--- src/rtl/decode.sv ---
// RV32I decode stage: one instruction per cycle over valid/ready, registered
// decode result, regfile read addresses steered so operand data lines up with
// the held instruction. A jmp flush empties the stage.
module decode #(
  parameter logic [31:0] RESET_ADDR    = 32'h0,
  parameter bit          CHECK_ILLEGAL = 1'b1
) (
  input  logic        clk,
  input  logic        rst_n,
  input  logic [31:0] in_instr,
  input  logic [31:0] in_addr,
  input  logic        in_valid,
  output logic        in_ready,
  input  logic        jmp,
  output logic [4:0]  rf_ra1,
  output logic [4:0]  rf_ra2,
  output logic        out_valid,
  input  logic        out_ready,
  output logic [31:0] out_pc,
  output logic [3:0]  out_op,
  output logic [4:0]  out_rd,
  output logic [4:0]  out_rs1,
  output logic [4:0]  out_rs2,
  output logic [2:0]  out_funct3,
  output logic        out_alt,
  output logic [31:0] out_imm,
  output logic [31:0] out_instr
);

  localparam logic [3:0] OpLui     = 4'd0;
  localparam logic [3:0] OpAuipc   = 4'd1;
  localparam logic [3:0] OpJal     = 4'd2;
  localparam logic [3:0] OpJalr    = 4'd3;
  localparam logic [3:0] OpBranch  = 4'd4;
  localparam logic [3:0] OpLoad    = 4'd5;
  localparam logic [3:0] OpStore   = 4'd6;
  localparam logic [3:0] OpAluI    = 4'd7;
  localparam logic [3:0] OpAlu     = 4'd8;
  localparam logic [3:0] OpFence   = 4'd9;
  localparam logic [3:0] OpSystem  = 4'd10;
  localparam logic [3:0] OpIllegal = 4'd15;

  logic        valid_q, valid_d;
  logic [31:0] pc_q, imm_q, instr_q, imm_d;
  logic [3:0]  op_q, op_d;
  logic [4:0]  rd_q, rs1_q, rs2_q, rd_d;
  logic [2:0]  funct3_q;
  logic        alt_q;
  logic        accept, bad;

  logic [2:0]  f3;
  logic [6:0]  f7;
  logic [31:0] imm_i, imm_s, imm_b, imm_u, imm_j;

  assign f3    = in_instr[14:12];
  assign f7    = in_instr[31:25];
  assign imm_i = {{20{in_instr[31]}}, in_instr[31:20]};
  assign imm_s = {{20{in_instr[31]}}, in_instr[31:25], in_instr[11:7]};
  assign imm_b = {{19{in_instr[31]}}, in_instr[31], in_instr[7], in_instr[30:25],
                  in_instr[11:8], 1'b0};
  assign imm_u = {in_instr[31:12], 12'h000};
  assign imm_j = {{11{in_instr[31]}}, in_instr[31], in_instr[19:12], in_instr[20],
                  in_instr[30:21], 1'b0};

  // in_ready is independent of in_valid so fetch can use it without a loop
  assign in_ready = !valid_q || out_ready;
  assign accept   = in_valid && in_ready && !jmp;

  // While stalled, keep addressing the held instruction's sources so the
  // regfile's registered read keeps returning matching operands.
  assign rf_ra1 = in_ready ? in_instr[19:15] : rs1_q;
  assign rf_ra2 = in_ready ? in_instr[24:20] : rs2_q;

  // Classify the incoming word and select its immediate
  always_comb begin
    op_d  = OpIllegal;
    imm_d = '0;
    bad   = 1'b0;
    if (in_instr[1:0] == 2'b11) begin
      case (in_instr[6:2])
        5'b01101: begin op_d = OpLui;    imm_d = imm_u; end
        5'b00101: begin op_d = OpAuipc;  imm_d = imm_u; end
        5'b11011: begin op_d = OpJal;    imm_d = imm_j; end
        5'b11001: begin op_d = OpJalr;   imm_d = imm_i; bad = (f3 != 3'd0); end
        5'b11000: begin
          op_d  = OpBranch;
          imm_d = imm_b;
          bad   = (f3 == 3'd2) || (f3 == 3'd3);
        end
        5'b00000: begin
          op_d  = OpLoad;
          imm_d = imm_i;
          bad   = (f3 == 3'd3) || (f3 == 3'd6) || (f3 == 3'd7);
        end
        5'b01000: begin op_d = OpStore;  imm_d = imm_s; bad = (f3 > 3'd2); end
        5'b00100: begin
          op_d  = OpAluI;
          imm_d = imm_i;
          bad   = ((f3 == 3'd1) && (f7 != 7'h00)) ||
                  ((f3 == 3'd5) && (f7 != 7'h00) && (f7 != 7'h20));
        end
        5'b01100: begin
          op_d = OpAlu;
          bad  = !((f7 == 7'h00) || ((f7 == 7'h20) && ((f3 == 3'd0) || (f3 == 3'd5))));
        end
        5'b00011: op_d = OpFence;
        5'b11100: begin op_d = OpSystem; imm_d = imm_i; end
        default:  op_d = OpIllegal;
      endcase
    end
    if (CHECK_ILLEGAL && bad) op_d = OpIllegal;
    if (op_d == OpIllegal) imm_d = '0;
    rd_d = ((op_d == OpBranch) || (op_d == OpStore)) ? 5'd0 : in_instr[11:7];
  end

  // Occupancy: flush wins, then accept, then consume
  always_comb begin
    valid_d = valid_q;
    if (jmp)                       valid_d = 1'b0;
    else if (accept)               valid_d = 1'b1;
    else if (valid_q && out_ready) valid_d = 1'b0;
  end

  // Occupancy register
  always_ff @(posedge clk or negedge rst_n) begin
    if (!rst_n) valid_q <= 1'b0;
    else        valid_q <= valid_d;
  end

  // Decoded payload, loaded only on accept so it holds through stalls
  always_ff @(posedge clk or negedge rst_n) begin
    if (!rst_n) begin
      pc_q     <= RESET_ADDR;
      op_q     <= OpIllegal;
      rd_q     <= '0;
      rs1_q    <= '0;
      rs2_q    <= '0;
      funct3_q <= '0;
      alt_q    <= 1'b0;
      imm_q    <= '0;
      instr_q  <= '0;
    end else if (accept) begin
      pc_q     <= in_addr;
      op_q     <= op_d;
      rd_q     <= rd_d;
      rs1_q    <= in_instr[19:15];
      rs2_q    <= in_instr[24:20];
      funct3_q <= f3;
      alt_q    <= in_instr[30];
      imm_q    <= imm_d;
      instr_q  <= in_instr;
    end
  end

  assign out_valid  = valid_q;
  assign out_pc     = pc_q;
  assign out_op     = op_q;
  assign out_rd     = rd_q;
  assign out_rs1    = rs1_q;
  assign out_rs2    = rs2_q;
  assign out_funct3 = funct3_q;
  assign out_alt    = alt_q;
  assign out_imm    = imm_q;
  assign out_instr  = instr_q;

endmodule

--- config.mk ---
export PLATFORM = sky130hd
export DESIGN_NAME = decode
export DESIGN_NICKNAME = d
export VERILOG_FILES = /design/src/rtl/decode.sv
export SDC_FILE = /design/constraint.sdc
export NUM_CORES = 1
export LEC_CHECK = 0
export ABC_AREA = 1
export ABC_CLOCK_PERIOD_IN_PS = 1750
export BUFFER_PORTS_ARGS = -buffer_cell sky130_fd_sc_hd__buf_2
export CORE_MARGIN = 5
export CORE_UTILIZATION = 46
export DETAILED_ROUTE_END_ITERATION = 12
export MAX_ROUTING_LAYER = met4
export PLACE_DENSITY = 0.87
export SLEW_MARGIN = 20
export SYNTH_ARGS = -nofsm -noshare
export SYNTH_HDL_FRONTEND = slang
export SYNTH_SLANG_ARGS = --single-unit
--- constraint.sdc ---
create_clock -name clk -period 1.75 [get_ports clk]
set_clock_uncertainty 0.05 [all_clocks]
set_input_delay 0.525 -clock clk [delete_from_list [all_inputs] [get_ports clk]]
set_output_delay 0.525 -clock clk [all_outputs]
set_load 0.05 [all_outputs]
==> impl_metrics.py <==
metrics = {
    "synthesis": {
        "synth.distinct_cells": 28,
        "synth_compound_area_share_pct": 8.317,
        "synth_adder_area_share_pct": 0,
        "ys_ff_latch": 106,
        "synth_nets": 734,
        "muxShareOfSynthArea_pct": 0,
        "ys_seq_area_share_pct": 52.57,
        "yosys.area_share.xor_xnor_pct": 0,
        "synthesis.area_um2": 5055,
        "netlist_instances": 665,
        "synth_simple_gate_area_share_pct": 30.42,
        "syn_avg_cell_area_um2": 7.601,
        "yosys_warnings": 0,
        "synth_top_family_by_area": "simple AND/OR/NAND/NOR gates",
    },
    "layout": {
        "final_common_cell": "nand2_1",
        "nFillCells": 778,
        "antennaDiodeCount": 0,
        "final_area_um2": 7814,
        "final_cell_mix": "nand2_1, buf_2, dfrtp_1, buf_4, inv_1",
        "final_util_pct": 72.40,
        "drive_above_1_share_pct": 45.02,
        "multiInputGateArea_um2": 2462,
        "fin_nets": 998,
        "syn_to_final_growth_pct": 54.58,
        "regArea_um2": 2659,
    },
    "placed_design": {
        "dp_slack_ns": -0.5568,
        "dpl-instance-area_um2": 6754,
        "io_buffers": 199,
        "gp_congestion": 1.029,
        "hpwl_um": 11720,
    },
    "sta": {
        "final_max_slew_viol_count": 0,
        "setup_viol": 86,
        "min_period_ns": 2.078,
        "tightest_slew_ns": 0.4484,
        "slew_headroom_pct": 70.00,
        "hold_viol": 0,
        "tns_ns": -11.93,
        "rsz0062_at_grt": "yes",
        "fin_ws_ns": -0.3278,
        "timing.fmax_mhz": 481.3,
        "fin_crit_sh_pct": 118.7,
    },
    "clock_network": {
        "clock_latency_ns": 0.37,
        "clockBufferDepth": 2,
        "cts.sinks": 106,
        "cts.clk_slew.worst_paths_ns": 0.10,
        "clock-root-buffer": "clkbuf_8",
        "numCtsBuffers": 9,
        "cts_tree": "yes",
        "htreeDepth": 3,
    },
    "grt": {
        "grt_start_max_net_pins": 45,
        "antenna_found_initial": 0,
        "gr-total-overflow": 0,
        "grt_usage_pct": 25.20,
        "grt_pass1_wl_um": 25710,
        "met2_usage_pct": 42.37,
        "grt_use_met3_pct": 3.947,
        "busiest_layer": "met2",
        "grt_pass1_vias": 5237,
        "met1_usage_pct": 30.91,
    },
    "floorplanning": {
        "die_x_um": 114.8,
        "die_area_um2": 13180,
        "core_region_area_um2": 10790,
        "start_util_pct": 46.84,
        "dieHeight_um": 114.8,
        "rows": 38,
        "num_io_pins": 200,
    },
    "detailed_routing": {
        "vias": 5583,
        "drc": 0,
        "first_iter_violations": 470,
        "first_pass_iters": 8,
        "drt_wl_total_um": 18670,
        "vias_per_cell": 5.203,
        "ant_nets": 0,
        "wire_per_inst_um": 17.40,
    },
    "setup_path": {
        "crit_required_ns": 1.17,
        "worst-setup-path-type": "flip-flop to output pin",
        "cp.arrival_ns": 1.50,
        "worst_r2r_path_depth": 12,
        "crit_path_start_kind": "flip-flop",
        "crit_path_max_fanout": 9,
        "end_kind": "output pin",
    },
    "run": {
        "cap_violations": 0,
    },
    "min_path": {
        "timing.hold.worst.class": "primary input to flip-flop",
        "whs_path_depth": 2,
    },
    "pwr": {
        "vdd_ir_drop_max_mv": 0.4724,
        "powerDensity_nw_per_um2": 887.3,
        "p_leak_nw": 4.366,
    },
    "run_status": {
        "status": "finished with violations",
        "violations": "setup timing",
    },
}
[final timing paths]
path                            slack, ns  startpoint       endpoint
max in group asynchronous            0.61       rst_n      out_op[1]
min in group asynchronous            0.52       rst_n  out_instr[29]
worst min register to register       0.43   out_op[3]      out_op[3]
worst min-delay path                 0.27         jmp      out_valid
worst max register to register      -0.22   out_valid     out_pc[23]
worst max-delay path                -0.33   out_valid      rf_ra2[1]
[worst max-delay path, cell delays in order, from the launching register on]
cell       delay (ns)
dfrtp_2          0.37
inv_2            0.04
nor2_4           0.16
clkbuf_16        0.19
nand2_1          0.10
o21ai_4          0.08
buf_6            0.17
[cell usage after synthesis (all sizes together)]
| cell | number | area share [%] |
|---|---|---|
| clkbuf | 17 | 1.3 |
| a21oi | 31 | 3.1 |
| nand2 | 322 | 24 |
| nand3 | 18 | 1.9 |
| buf | 24 | 3.6 |
| nand4 | 3 | 0.37 |
| dfstp | 4 | 2.1 |
| a22oi | 1 | 0.15 |
| o21ai | 47 | 5.0 |
| o21bai | 1 | 0.15 |
| dfrtp | 102 | 50 |
| nor4 | 1 | 0.12 |
| clkinv | 1 | 0.074 |
| nor3b | 1 | 0.15 |
| nor2 | 32 | 2.6 |
| inv | 51 | 3.8 |
| nor3 | 9 | 1.1 |
[sequential cells by signal, indices dropped and copies added, names as in the netlist]
name       cells
out_imm       32
out_instr     32
out_op         4
out_pc        32
out_rd         5
out_valid      1
[logic make-up after synthesis]
family                 after synthesis
and+or+nand+nor                    386
DFF                                106
buffers and inverters               93
AOI/OAI and AO/OA                   80
[power by group]
part | leakage [nW] | internal, mW | switching (mW) | total (mW)
Clock | 0.0884 | 0.530 | 0.906 | 1.44
Combinational | 2.92 | 0.708 | 1.92 | 2.63
Sequential | 1.36 | 2.71 | 0.161 | 2.87
[cell type report]
type	instances	area share, %
clock inverter	6	0.7046
multi-input combinational	468	31.51
tap	140	2.242
timing repair buffer	291	27.16
inverter	52	2.674
timing repair inverter	1	0.09608
clock buffer	9	1.585
sequential	106	34.03
[per-stage QoR]
stage | power [mW] | hold slack (ns) | cells
after CTS | 6.741 | 0.2377 | 1056
final | 6.933 | 0.2725 | 1073
after global routing | 7.235 | 0.2521 | 1073
after detailed placement | 5.265 | 0.3822 | 1033
after floorplan | 4.587 | 0.1794 | 665
after global placement | 5.221 | 0.3815 | 1033
[per-layer routing]
layer / vias to the layer above / part of all wire, % / routed length (um)
li1: 2581 / - / -
met1: 2631 / 38 / 7162
met2: 301 / 50 / 9360
met3: 70 / 7.2 / 1336
met4: 0 / 4.4 / 814
met5: - / 0 / 0
[what timing repair did]
| action | CTS | global route |
|---|---|---|
| pin swaps | 3 | 14 |
| buffers inserted | 5 | 7 |
| hold buffers | 1 | 0 |
| hold endpoints to repair | 16 | 0 |
| gates resized for setup | 46 | 107 |
| endpoints found under the setup margin | 47 | 91 |
| gates cloned | 2 | 10 |
Note: power is estimated with default switching activity, not from simulation.
